**src/rtl/alu_shift_sequencer.sv**
```systemverilog
// Bit-serial SLL/SRL/SRA engine: shifts the latched operand one position per clock
// and pulses done when the shift count expires.
//   state | meaning
//   IDLE  | waiting for a shift request (reset state)
//   SHIFT | one-bit shift per cycle, cnt counting down
//   DONE  | result valid, done pulse; may accept the next request
module alu_shift_sequencer #(
    parameter int WIDTH = 32,
    parameter int SHW   = 5
) (
    input  logic             clk,
    input  logic             resetn,
    input  logic             start,
    input  logic             flush,
    input  logic [2:0]       funct3,
    input  logic             funct7_5,
    input  logic [WIDTH-1:0] in1,
    input  logic [SHW-1:0]   shamt,
    output logic             busy,
    output logic             done,
    output logic [WIDTH-1:0] result
);

    typedef enum logic [1:0] {
        IDLE  = 2'd0,
        SHIFT = 2'd1,
        DONE  = 2'd2
    } state_t;

    state_t           state, state_nxt;
    logic [WIDTH-1:0] work, work_shifted, result_nxt;
    logic [SHW-1:0]   cnt;
    logic             op_left, op_arith;
    logic             accept, load_result, last_shift;

    assign accept = start && !flush && (state == IDLE || state == DONE)
                    && (funct3 == 3'b001 || funct3 == 3'b101);

    assign last_shift = (state == SHIFT) && (cnt == SHW'(1));

    assign work_shifted = op_left ? {work[WIDTH-2:0], 1'b0}
                                  : {(op_arith & work[WIDTH-1]), work[WIDTH-1:1]};

    always_comb begin
        state_nxt   = state;
        load_result = 1'b0;
        result_nxt  = work_shifted;
        case (state)
            IDLE: begin
                if (accept) begin
                    state_nxt = (shamt == '0) ? DONE : SHIFT;
                end
            end
            SHIFT: begin
                if (last_shift) begin
                    state_nxt   = DONE;
                    load_result = 1'b1;
                end
            end
            DONE: begin
                if (accept) begin
                    state_nxt = (shamt == '0) ? DONE : SHIFT;
                end else begin
                    state_nxt = IDLE;
                end
            end
            default: state_nxt = IDLE;
        endcase
        // A zero-length shift completes straight from the operand.
        if (accept && shamt == '0) begin
            load_result = 1'b1;
            result_nxt  = in1;
        end
        if (flush) begin
            state_nxt   = IDLE;
            load_result = 1'b0;
        end
    end

    always_ff @(posedge clk or negedge resetn) begin
        if (!resetn) begin
            state    <= IDLE;
            work     <= '0;
            cnt      <= '0;
            op_left  <= 1'b0;
            op_arith <= 1'b0;
            result   <= '0;
        end else begin
            state <= state_nxt;
            if (accept) begin
                work     <= in1;
                cnt      <= shamt;
                op_left  <= (funct3 == 3'b001);
                op_arith <= (funct3 == 3'b101) && funct7_5;
            end else if (state == SHIFT && !flush) begin
                work <= work_shifted;
                cnt  <= cnt - SHW'(1);
            end
            if (load_result) begin
                result <= result_nxt;
            end
        end
    end

    assign busy = (state == SHIFT);
    assign done = (state == DONE);

endmodule

```
**config.mk**
```make
export PLATFORM = sky130hd
export DESIGN_NAME = alu_shift_sequencer
export DESIGN_NICKNAME = d
export VERILOG_FILES = /design/src/rtl/alu_shift_sequencer.sv
export SDC_FILE = /design/constraint.sdc
export NUM_CORES = 1
export LEC_CHECK = 0
export ABC_CLOCK_PERIOD_IN_PS = 2200
export CAP_MARGIN = 20
export CORE_MARGIN = 2
export CORE_UTILIZATION = 48
export DETAILED_ROUTE_END_ITERATION = 16
export GPL_TIMING_DRIVEN = 0
export PLACE_DENSITY = 0.77
export SLEW_MARGIN = 20
export SYNTH_ARGS = -nofsm -noshare
export SYNTH_HDL_FRONTEND = slang
export SYNTH_SLANG_ARGS = --single-unit
```
**constraint.sdc**
```tcl
create_clock -name clk -period 2.2 [get_ports clk]
set_input_delay 0.44 -clock clk [delete_from_list [all_inputs] [get_ports clk]]
set_output_delay 0.44 -clock clk [all_outputs]
set_load 0.1 [all_outputs]
```
== Yosys cells after proc, flatten, opt, wreduce, memory -nomap -nowiden ==
Index checks and enable logic that the tools add are counted.

* Register bits: 73
* Output and inout bits: 34
* Logic and storage cells: 45

* $add $sub $neg: 1
* Eq/ne operators: 7
* Muxes and demuxes: 16
* Bitwise operators: 1
* Reductions and logical operators: 14

{| class="wikitable"
|+ Operator list
! operator !! number
|-
| $mux 32 || 4
|-
| $mux 2 || 5
|-
| $mux 5 || 2
|-
| $logic_and 1x1->1 || 7
|-
| $pmux 2 s3 || 1
|-
| $eq 5x1->1 const B || 1
|-
| $logic_not 5->1 || 1
|-
| $sub 5x1->5 const B || 1
|-
| $mux 1 || 4
|-
| $eq 3x1->1 const B || 1
|-
| $eq 3x3->1 const B || 1
|-
| $ne 3x2->1 const B || 1
|-
| $ne 3x3->1 const B || 1
|-
| $eq 2x1->1 const B || 1
|-
| $eq 2x2->1 const B || 1
|-
| $logic_not 2->1 || 1
|-
| $logic_or 1x1->1 || 2
|-
| $reduce_and 2->1 || 1
|-
| $reduce_bool 2->1 || 1
|-
| $and 1x1->1 || 1
|-
| $logic_not 1->1 || 1
|}

== Logic depth before layout (Yosys ltp) ==
* Word-level depth: 7
* Mapped depth: 8
* Depth with buffers taken out: 6

== Least setup slack after synthesis ==
Ideal clock, no wire load.

* Path type: reg2out
* Start point: register state[0]
* End point: output busy
* Data arrival time: 1.771 ns
* Data required time: 1.760 ns
* Path slack: -0.011 ns
* Stages on the path, launching flop included: 2
* Path buffers: 0
* Cells stage by stage: dfrtp_1 nor2b_1

* Longest elaborated chain between the ends: 1

{| class="wikitable"
|+ RTL lines
! element !! RTL line !! RTL
|-
| start: declaration || 30 || <nowiki>state_t state, state_nxt;</nowiki>
|-
| start signal: assignment || 89 || <nowiki>state <= state_nxt;</nowiki>
|-
| $eq 2x1->1 || 105 || <nowiki>assign busy = (state == SHIFT);</nowiki>
|-
| end: declaration || 19 || <nowiki>output logic busy,</nowiki>
|}

Every way passes these cells.

== Final worst setup path ==
* Start point: input shamt[1]
* End point: register result[18]

* Longest elaborated chain between the ends: 4
* Elaborated cells on any way between the ends: 5
* Classes of those cells: mux: 3; reduce/logical: 2

{| class="wikitable"
|+ RTL lines
! element !! RTL line !! RTL
|-
| start: declaration || 18 || <nowiki>input logic [SHW-1:0] shamt,</nowiki>
|-
| $logic_not 5->1 (*) || 70 || <nowiki>if (accept && shamt == '0) begin</nowiki>
|-
| $logic_and 1x1->1 (*) || 70 ||
|-
| $mux 1 || 70 ||
|-
| $mux 1 || 74 || <nowiki>if (flush) begin</nowiki>
|-
| end signal: assignment || 100 || <nowiki>result <= result_nxt;</nowiki>
|-
| end: declaration || 21 || <nowiki>output logic [WIDTH-1:0] result</nowiki>
|}

Every way passes the cells marked *; elsewhere a longest branch is shown, timed or not.
A chain may end at the register's enable or synchronous reset.

==> results.py <==
metrics = {
    "status": {
        "outcome": "completed",
    },
    "global_routing": {
        "grt_pass1_wl_mm": 15.3,
        "grt_pass1_vias": 3035,
        "gr-total-overflow": 0,
        "grt.total_usage_pct": 23.6,
        "grt_max_degree": 57,
        "antenna_found_initial": 0,
    },
    "die": {
        "die_h_um": 89.8,
        "die_w_um": 89.8,
        "die-area_mm2": 0.00807,
        "start_util_pct": 49.3,
        "core_area_mm2": 0.00718,
        "rows": 31,
        "io_pins": 79,
    },
    "yosys": {
        "async_reset_ff_share_pct": 100,
        "synth_warnings": 0,
        "synth_seq_area_share_pct": 51.6,
        "syn_avg_cell_area_um2": 11.6,
        "syn_nets": 352,
        "synth_most_common_cell": "dfrtp_1",
        "yosysTopAreaCellShare_pct": 51.6,
        "synthDistinctLibCells": 36,
        "yosys_register_bits": 73,
        "netlist_area_mm2": 0.00354,
        "netlist_top_cells_count": "73 x dfrtp_1, 65 x nor2_1, 64 x a221o_1",
        "netlist_instances": 305,
        "synth_area_leaders": "dfrtp_1 52%, a221o_1 18%, mux2i_1 8.2%",
        "yosys.area.top_type": "dfrtp_1",
        "ys.flop_type": "dfrtp_1",
        "synth_edf_count": 0,
    },
    "cells_and_area": {
        "syn2layout_area_growth_pct": 31.7,
        "finish.utilization_pct": 64.9,
        "final_area_mm2": 0.00466,
        "register_area_mm2": 0.00183,
        "n_fill_cell": 596,
        "multi_input_area_mm2": 0.00154,
        "final_cells": 502,
        "insertedDiodeCount": 0,
        "layout-drive-gt1-share_pct": 12.2,
        "nets": 445,
    },
    "clock_network": {
        "clock_latency_ns": 0.35,
        "clockRootBuffer": "clkbuf_8",
        "cts.sinks": 73,
        "cts_buffers": 9,
        "cts_max_path_buffers": 2,
        "cts_tree": "built",
        "htreeDepth": 3,
        "path_clk_slew_ns": 0.09,
    },
    "drt": {
        "postRouteAntennaNets": 0,
        "finalWirelength_mm": 8.77,
        "drc": 0,
        "first_pass_iters": 4,
        "via_per_inst": 5.78,
        "routed-via-count": 2900,
        "drtIter0Drc": 179,
        "wire_per_inst_um": 17.5,
    },
    "flow_run": {
        "max_cap_viol_count": 0,
    },
    "place": {
        "place_congestion": 0.820,
        "dp_cells": 483,
        "post_dp_cell_area_mm2": 0.00447,
        "portBuffers": 78,
        "place_worst_setup_slack_ns": -0.417,
        "dp_hpwl_mm": 6.29,
    },
    "sta": {
        "timing.final.ws_setup_ns": 0.0589,
        "fmax_mhz": 467,
        "relSlewSlack_pct": 34.5,
        "final_max_slew_viol_count": 0,
        "setup_viol": 0,
        "period_minus_slack_ns": 2.14,
        "rsz0062_at_grt": "no",
        "tns_ns": 0,
        "worstMarginPinSlew_ns": 0.986,
        "final_hold_viol_count": 0,
        "timing.final.crit_share_pct": 97.3,
        "skew_ns": 0.0157,
    },
    "worst_setup_path": {
        "cp-end-kind": "flop",
        "cp_data_arrival_time_ns": 2.37,
        "path_max_fanout": 10,
        "worstSetupPathType": "in2reg",
        "r2r-start": "op_left",
        "startpoint": "shamt[1]",
        "r2r_slack_ns": 0.17,
        "startpoint_type": "primary input",
        "r2r-end": "work[27]",
        "worstPathRequired_ns": 2.42,
        "r2r_cells": 5,
    },
    "worst_hold_path": {
        "hp-class": "in2async",
    },
    "pwr": {
        "p_per_area_mw_per_mm2": 1050,
        "ir_worst_vdd_uv": 545,
        "p_leak_nw": 2.14,
    },
}
cells in the final DEF, fill, tap and decap left out, types with 4 or more instances in the layout:
cell / Yosys / layout
nand2_1: 7 / 7
clkbuf_1: 11 / 12
nor2_1: 65 / 65
a221o_1: 64 / 64
buf_2: 4 / 4
buf_6: 5 / 5
clkdlybuf4s50_1: 0 / 43
dfrtp_1: 73 / 73
dlygate4sd2_1: 0 / 32
mux2i_1: 29 / 29
clkbuf_8: 0 / 9
critical path: stages:
cell and delay, ns:
clkdlybuf4s50_1 0.44, or4_4 0.57, nor4_4 0.21, buf_4 0.19, nor2_4 0.06, buf_6 0.15
a221o_1 0.30
cells by family after synthesis:
kind of cell | synth area share, %
adders and majority gates | 0.707
xor gates and xnor gates | 0.248
and+or+nand+nor | 13.6
AOI/OAI and AO/OA | 20.3
buffers and inverters | 5.24
muxes | 8.21
DFF | 51.6
how the worst max path moves through the flow:
stage                      end  cells past startpoint
floorplan                 done                      1
global placement        cnt[4]                      1
detailed placement   result[8]                      6
CTS                       done                      2
global route        result[26]                      8
finish              result[18]                      7
state kept, by name, summed over array words and instances, names as in the netlist:
register	count
result	32
work	32
cnt	5
state	2
op_arith	1
op_left	1
per-stage QoR:
step | hold WS, ns | power, mW
after floorplan | 0.144 | 3.37
after global placement | 0.481 | 3.86
after detailed placement | 0.331 | 3.92
after CTS | 0.491 | 4.89
after global routing | 0.506 | 5.10
final | 0.486 | 4.87
layer usage:
metal | global-route usage (%) | vias to the layer above | share of wire (%)
met5 | 0 | - | 0
met4 | 11.0 | 0 | 1.5
met3 | 3.77 | 12 | 5.3
met2 | 37.8 | 88 | 49
met1 | 31.8 | 1448 | 44
li1 | - | 1352 | -
timing repair:
action / CTS / global route
hold endpoints to repair: 17 / 0
hold buffers: 1 / 0
setup buffers: 2 / 0
cloned: 0 / 0
pin swaps: 1 / 0
resized for setup: 36 / 5
setup endpoints to repair: 63 / 32
cell type report:
cell class | instances | area share (%)
clock inverters | 6 | 1.45
inverters | 4 | 0.322
plain buffers | 25 | 3.68
clock buffers | 10 | 2.74
repair buffers | 82 | 16.9
flip-flops and latches | 73 | 39.2
multi-input cells | 203 | 33.0
well taps | 99 | 2.66
report_power, final:
group	total, mW	leakage [nW]	switching [mW]	internal (mW)
combinational	1.87	1.09	1.25	0.618
clock	1.04	0.0929	0.510	0.528
sequential	1.96	0.960	0.281	1.68
total	4.87	2.14	2.04	2.83
Note: power is estimated with default switching activity, not from simulation.
